**config.mk**
```make
export PLATFORM = sky130hd
export DESIGN_NAME = uart_rx_ctrl
export DESIGN_NICKNAME = d
export VERILOG_FILES = /design/src/rtl/uart_rx_ctrl.sv
export SDC_FILE = /design/constraint.sdc
export NUM_CORES = 1
export LEC_CHECK = 0
export CAP_MARGIN = 25
export CORE_AREA = 2 2 119 121
export DETAILED_ROUTE_END_ITERATION = 10
export DIE_AREA = 0 0 121 123
export HOLD_SLACK_MARGIN = 0.06
export PLACE_DENSITY_LB_ADDON = 0.15
export SLEW_MARGIN = 20
export SYNTH_ARGS = -nofsm -noshare
export SYNTH_HDL_FRONTEND = slang
export SYNTH_SLANG_ARGS = --single-unit
```
**constraint.sdc**
```tcl
create_clock -name rx_clk -period 3.84 [get_ports rx_clk]
set_input_delay 0.768 -clock rx_clk [delete_from_list [all_inputs] [get_ports rx_clk]]
set_output_delay 0.768 -clock rx_clk [all_outputs]
set_load 0.005 [all_outputs]
```
**src/rtl/uart_rx_ctrl.sv**
```systemverilog
// Sequences the UART receiver, applies frame config only between frames, and buffers bytes plus error flags for the host.
// Latency: a received byte is visible on rd_* the cycle after rx_done; staged config reaches the receiver one cycle after an idle opportunity.
// Backpressure: none toward the receiver; a frame arriving on a full FIFO with no same-cycle pop is dropped and counted in ovf_cnt.
module uart_rx_ctrl #(
    parameter int DEPTH   = 8,
    parameter int TIMEOUT = 256
) (
    input  logic                     rx_clk,
    input  logic                     rst,
    input  logic                     rx,
    input  logic                     en,
    input  logic                     cfg_we,
    input  logic [3:0]               cfg_length,
    input  logic                     cfg_parity_type,
    input  logic                     cfg_parity_en,
    input  logic                     cfg_stop2,
    output logic                     cfg_err,
    output logic                     rx_start,
    output logic [3:0]               length,
    output logic                     parity_type,
    output logic                     parity_en,
    output logic                     stop2,
    input  logic                     rx_done,
    input  logic                     rx_error,
    input  logic [7:0]               rx_out,
    input  logic                     rd_en,
    output logic                     rd_valid,
    output logic [7:0]               rd_data,
    output logic                     rd_err,
    output logic [$clog2(DEPTH):0]   fifo_count,
    output logic [7:0]               err_cnt,
    output logic [7:0]               ovf_cnt,
    output logic                     busy
);
    localparam int AW = $clog2(DEPTH);
    localparam int TW = $clog2(TIMEOUT);

    typedef enum logic [1:0] {S_OFF, S_ARM, S_FRAME} state_t;

    state_t          state;
    state_t          state_nxt;
    logic [TW-1:0]   timer;
    logic            frame_err;
    logic            timeout;
    logic            push_req;
    logic            err_now;

    logic [3:0]      sh_length;
    logic            sh_parity_type;
    logic            sh_parity_en;
    logic            sh_stop2;
    logic            cfg_pend;
    logic            cfg_legal;
    logic            apply_ok;

    logic [8:0]      mem [DEPTH];
    logic [AW-1:0]   wr_ptr;
    logic [AW-1:0]   rd_ptr;
    logic [AW:0]     count;
    logic            full;
    logic            pop;
    logic            push_ok;
    logic            ovf;

    assign timeout   = (state == S_FRAME) && !rx_done && (timer == TW'(TIMEOUT - 1));
    assign push_req  = (state == S_FRAME) && rx_done;
    // An error flagged on the completion cycle itself still marks the frame.
    assign err_now   = frame_err | rx_error;
    assign cfg_legal = (cfg_length >= 4'd5) && (cfg_length <= 4'd8);
    // Only safe to retune the receiver when no frame can be in flight.
    assign apply_ok  = (state == S_OFF) || ((state == S_ARM) && rx);

    assign full      = (count == (AW+1)'(DEPTH));
    assign pop       = rd_en && (count != '0);
    assign push_ok   = push_req && (!full || pop);
    assign ovf       = push_req && full && !pop;

    assign rd_valid   = (count != '0);
    assign rd_data    = rd_valid ? mem[rd_ptr][7:0] : 8'h00;
    assign rd_err     = rd_valid ? mem[rd_ptr][8]   : 1'b0;
    assign fifo_count = count;

    // State register
    always_ff @(posedge rx_clk) begin
        if (rst) state <= S_OFF;
        else     state <= state_nxt;
    end

    // Next-state: a frame always runs to rx_done or timeout, en is only honoured outside FRAME
    always_comb begin
        state_nxt = state;
        case (state)
            S_OFF:   if (en) state_nxt = S_ARM;
            S_ARM:   begin
                if (!en)     state_nxt = S_OFF;
                else if (!rx) state_nxt = S_FRAME;
            end
            S_FRAME: if (rx_done || timeout) state_nxt = en ? S_ARM : S_OFF;
            default: state_nxt = S_OFF;
        endcase
    end

    // Outputs decoded from state
    always_comb begin
        rx_start = (state == S_ARM) || (state == S_FRAME);
        busy     = (state == S_FRAME);
    end

    // Frame timer and sticky error, both restarted while armed so they are clean on FRAME entry
    always_ff @(posedge rx_clk) begin
        if (rst) begin
            timer     <= '0;
            frame_err <= 1'b0;
        end else if (state == S_FRAME) begin
            timer <= timer + TW'(1);
            if (rx_error) frame_err <= 1'b1;
        end else begin
            timer     <= '0;
            frame_err <= 1'b0;
        end
    end

    // Config shadow: stage legal writes, apply at the next idle opportunity
    always_ff @(posedge rx_clk) begin
        if (rst) begin
            sh_length      <= 4'd8;
            sh_parity_type <= 1'b0;
            sh_parity_en   <= 1'b0;
            sh_stop2       <= 1'b0;
            cfg_pend       <= 1'b0;
            length         <= 4'd8;
            parity_type    <= 1'b0;
            parity_en      <= 1'b0;
            stop2          <= 1'b0;
            cfg_err        <= 1'b0;
        end else begin
            cfg_err <= cfg_we && !cfg_legal;
            if (cfg_pend && apply_ok) begin
                length      <= sh_length;
                parity_type <= sh_parity_type;
                parity_en   <= sh_parity_en;
                stop2       <= sh_stop2;
            end
            // A write coinciding with an apply keeps pending set so it lands next opportunity.
            if (cfg_we && cfg_legal) begin
                sh_length      <= cfg_length;
                sh_parity_type <= cfg_parity_type;
                sh_parity_en   <= cfg_parity_en;
                sh_stop2       <= cfg_stop2;
                cfg_pend       <= 1'b1;
            end else if (cfg_pend && apply_ok) begin
                cfg_pend <= 1'b0;
            end
        end
    end

    // FIFO storage; contents need no reset because reads are gated by occupancy
    always_ff @(posedge rx_clk) begin
        if (push_ok) mem[wr_ptr] <= {err_now, rx_out};
    end

    // FIFO pointers and occupancy
    always_ff @(posedge rx_clk) begin
        if (rst) begin
            wr_ptr <= '0;
            rd_ptr <= '0;
            count  <= '0;
        end else begin
            if (push_ok) wr_ptr <= wr_ptr + AW'(1);
            if (pop)     rd_ptr <= rd_ptr + AW'(1);
            if (push_ok && !pop)      count <= count + (AW+1)'(1);
            else if (pop && !push_ok) count <= count - (AW+1)'(1);
        end
    end

    // Saturating error and overflow counters
    always_ff @(posedge rx_clk) begin
        if (rst) begin
            err_cnt <= 8'd0;
            ovf_cnt <= 8'd0;
        end else begin
            if (((push_req && err_now) || timeout) && (err_cnt != 8'hFF)) err_cnt <= err_cnt + 8'd1;
            if (ovf && (ovf_cnt != 8'hFF)) ovf_cnt <= ovf_cnt + 8'd1;
        end
    end

endmodule

```
==> key figures <==
Clocking
  • CTS tree: yes
  • H-Tree Depth: 4
  • Post-CTS Setup Bufs: 0
  • Hold_buf cts: 0
  • Worst-skew pair later-pin latency: 0.41 ns
  • Resized Gates After CTS: 0
  • TritonCTS buffer count: 17
  • Clk pin slew, worst setup/hold paths: 0.05 ns
  • Clock sinks: 128
  • Worst-case clock buffer depth: 2
  • Root Driver: clkbuf_16

Synthesis
  • EDFF count, synth: 72
  • Synth Net Count: 447
  • Cell taking the most area after synthesis: edfxtp_1
  • Ys async rst share: 0
  • Seq/Total Area, Yosys: 0.6119
  • Flops & latches, synth: 128
  • Synth Area per Inst: 13.05 um2
  • Area share of the largest cell type after synthesis: 0.4030
  • Synth area leaders: edfxtp_1 40%, dfxtp_1 21%, mux4_2 7.6%
  • Mapped Cells: 411
  • Main synth FF type: edfxtp_1
  • Distinct cells, synth: 51
  • Mapped Area: 5365 um2
  • YS warnings: 0

Floorplan
  • Die Wd: 121 um
  • DIE HEIGHT: 123 um
  • # rows: 43
  • Core Area: 13610 um2
  • Initial core utilization: 0.3942
  • Full die area: 14880 um2
  • IO Count: 63

Setup path
  • Required time of the critical path: 3.07 ns
  • CP max stage delay: 0.55 ns
  • Critical path arrival: 2.43 ns
  • CP Capture Point: rd_data[1]
  • Cell chain of the critical path: buf_4 > mux4_2 > mux2i_1 > nor2_1 > clkdlybuf4s50_1
  • R2R Path Start: state[0]$_SDFFE_PP0P_
  • Flop2flop setup slack: 0.83 ns
  • Crit-path max FO: 16
  • R2R Path End: fifo_count[3]$_SDFFE_PP0P_
  • CP Launch Type: flip-flop
  • Worst Reg-to-Reg Cells: 12
  • Critical path's slowest cell: mux4_2
  • Worst setup path class: reg -> out
  • Crit end category: output pin

Global route
  • Antenna violations before repair: 0
  • First-pass GRT wire length: 17770 um
  • Vias in the first global route: 3598
  • Total GRT Usage: 0.1588
  • Largest net degree at the start of global routing: 43
  • Grt total ovfl: 0

Layout
  • Synthesis-to-layout area growth: 26.31%
  • Final std cells w/o fill: 682
  • Fin util: 0.4978
  • Filler cell count: 1184
  • Most common cell after layout, fill and taps aside: edfxtp_1
  • Most frequent cells in the layout: 72 x edfxtp_1, 62 x clkdlybuf4s50_1, 56 x dfxtp_1, 38 x nor2_1, 31 x a21oi_1
  • Fraction of layout cells with a size suffix above 1: 0.1355
  • Fin area: 6777 um2
  • Number of diodes: 0
  • Layout Nets: 525

Power
  • Leakage: 2.312 nW
  • Internal: 2.804 mW
  • Design Power: 3.682 mW
  • Clk pwr share: 0.405
  • Sw Share: 0.2384
  • Flop pwr share: 0.417
  • Combinational Power Share: 0.178
  • Sw power: 0.8777 mW
  • Peak supply drop: 252.2 uV
  • Cell area power density: 543.3 nW/um2

STA
  • Setup ws final: 0.6385 ns
  • Hold Worst Slack: 0.4455 ns
  • Slew Viols, Final: 0
  • F_max: 312.4 MHz
  • Min Tclk post-route: 3.202 ns
  • Worst slew pin tran: 0.9632 ns
  • Setup TNS Final: 0 ns
  • Fin. Hold Viols: 0
  • Fin Clk Skew: 0.01107 ns
  • Final period util: 0.8337
  • RSZ-0062 raised after global routing: false
  • Count of final setup violators: 0
  • Normalized max-slew margin: 0.3579

Drt
  • 1st-iter DRT viols: 200
  • Drt first pass iters: 4
  • Via density: 5.199
  • DRC: 0
  • WL per Instance: 16.09 um
  • Routed Antenna Nets: 0
  • Final WL: 10970 um
  • Vias: 3546

Place
  • Placed insts: 650
  • Placed wire-length estimate: 7295 um
  • DP Area: 6233 um2
  • Placer Congestion: 0.7623
  • Port buffer count: 62
  • Worst slack at placement: 0.3147 ns

Hold path
  • Hold Path Origin: timer[0]$_SDFF_PP0_
  • Hold Crit Class: reg -> reg

Outcome
  • Status: completed

Job
  • Max-cap violations: 0
-- how the worst min path moves through the flow --
| stage | endpoint | slack [ns] | cells after the start |
|---|---|---|---|
| 2_1_floorplan | timer[0]$_SDFF_PP0_ | 0.41 | 1 |
| 3_3_place_gp | timer[0]$_SDFF_PP0_ | 0.43 | 1 |
| 3_5_place_dp | timer[0]$_SDFF_PP0_ | 0.44 | 1 |
| 4_1_cts | timer[0]$_SDFF_PP0_ | 0.45 | 1 |
| 5_1_grt | timer[0]$_SDFF_PP0_ | 0.48 | 1 |
| 6_report | timer[0]$_SDFF_PP0_ | 0.45 | 1 |
-- cells by family after synthesis --
group / count (synthesis) / synth area share
and+or+nand+nor: 125 / 0.1222
xor gates and xnor gates: 11 / 0.01796
buffers and inverters: 27 / 0.02425
adders and majority gates: 13 / 0.03172
DFF: 128 / 0.6119
muxes: 39 / 0.1152
AOI/OAI and AO/OA: 68 / 0.07673
-- cell usage after synthesis (all sizes together) (2+ instances only) --
library cell / n
a21boi: 2
o31ai: 7
o21a: 2
mux2: 2
a21oi: 31
and4: 4
nor2b: 2
buf: 6
nand3: 14
xor2: 5
nand2: 18
ha: 12
nand2b: 4
o41ai: 4
nor2: 39
or3b: 2
edfxtp: 72
or2: 2
nand4: 5
clkbuf: 11
or4: 9
or3: 5
o311ai: 3
a211oi: 2
nor3: 9
mux4: 18
nand3b: 2
xnor2: 6
a21o: 2
inv: 9
and3: 6
o21ai: 12
dfxtp: 56
mux2i: 19
-- layout make-up --
type	count	area [um2]	area share
repair buffers	77	733.2	0.1082
clock inverters	8	91.34	0.01348
well taps	180	225.2	0.03323
inverters	9	33.78	0.004985
clock buffers	24	451.7	0.06665
flip-flops and latches	128	3283	0.4845
multi-input cells	256	1958	0.2890
-- critical path: cells and delay by family, from the launching register on --
kind | cells | cell delay [ns]
flip-flops | 1 | 0.39
buffers and inverters | 2 | 0.80
multiplexers | 2 | 0.76
AND/OR/NAND/NOR | 1 | 0.06
-- sequential cells by signal, indices dropped and copies added, names as in the netlist, 2 cells and up, named ones only --
signal      cells
length          4
rd_ptr          3
wr_ptr          3
ovf_cnt         8
err_cnt         8
fifo_count      4
mem            72
sh_length       4
timer           8
state           2
-- power by group through the flow --
stage / Sequential (mW) / Combinational [mW] / Clock (mW)
finish: 1.53 / 0.657 / 1.49
global route: 1.54 / 0.732 / 1.58
CTS: 1.54 / 0.672 / 1.53
detailed placement: 1.56 / 0.671 / 0
global placement: 1.56 / 0.663 / 0
floorplan: 1.54 / 0.380 / 0
-- routing by layer --
metal,GRT usage,part of all wire
met3,0.04982,0.050
met2,0.2535,0.48
met4,0.07413,0.016
met1,0.1976,0.46
met5,0,0
Note: power is estimated with default switching activity, not from simulation.
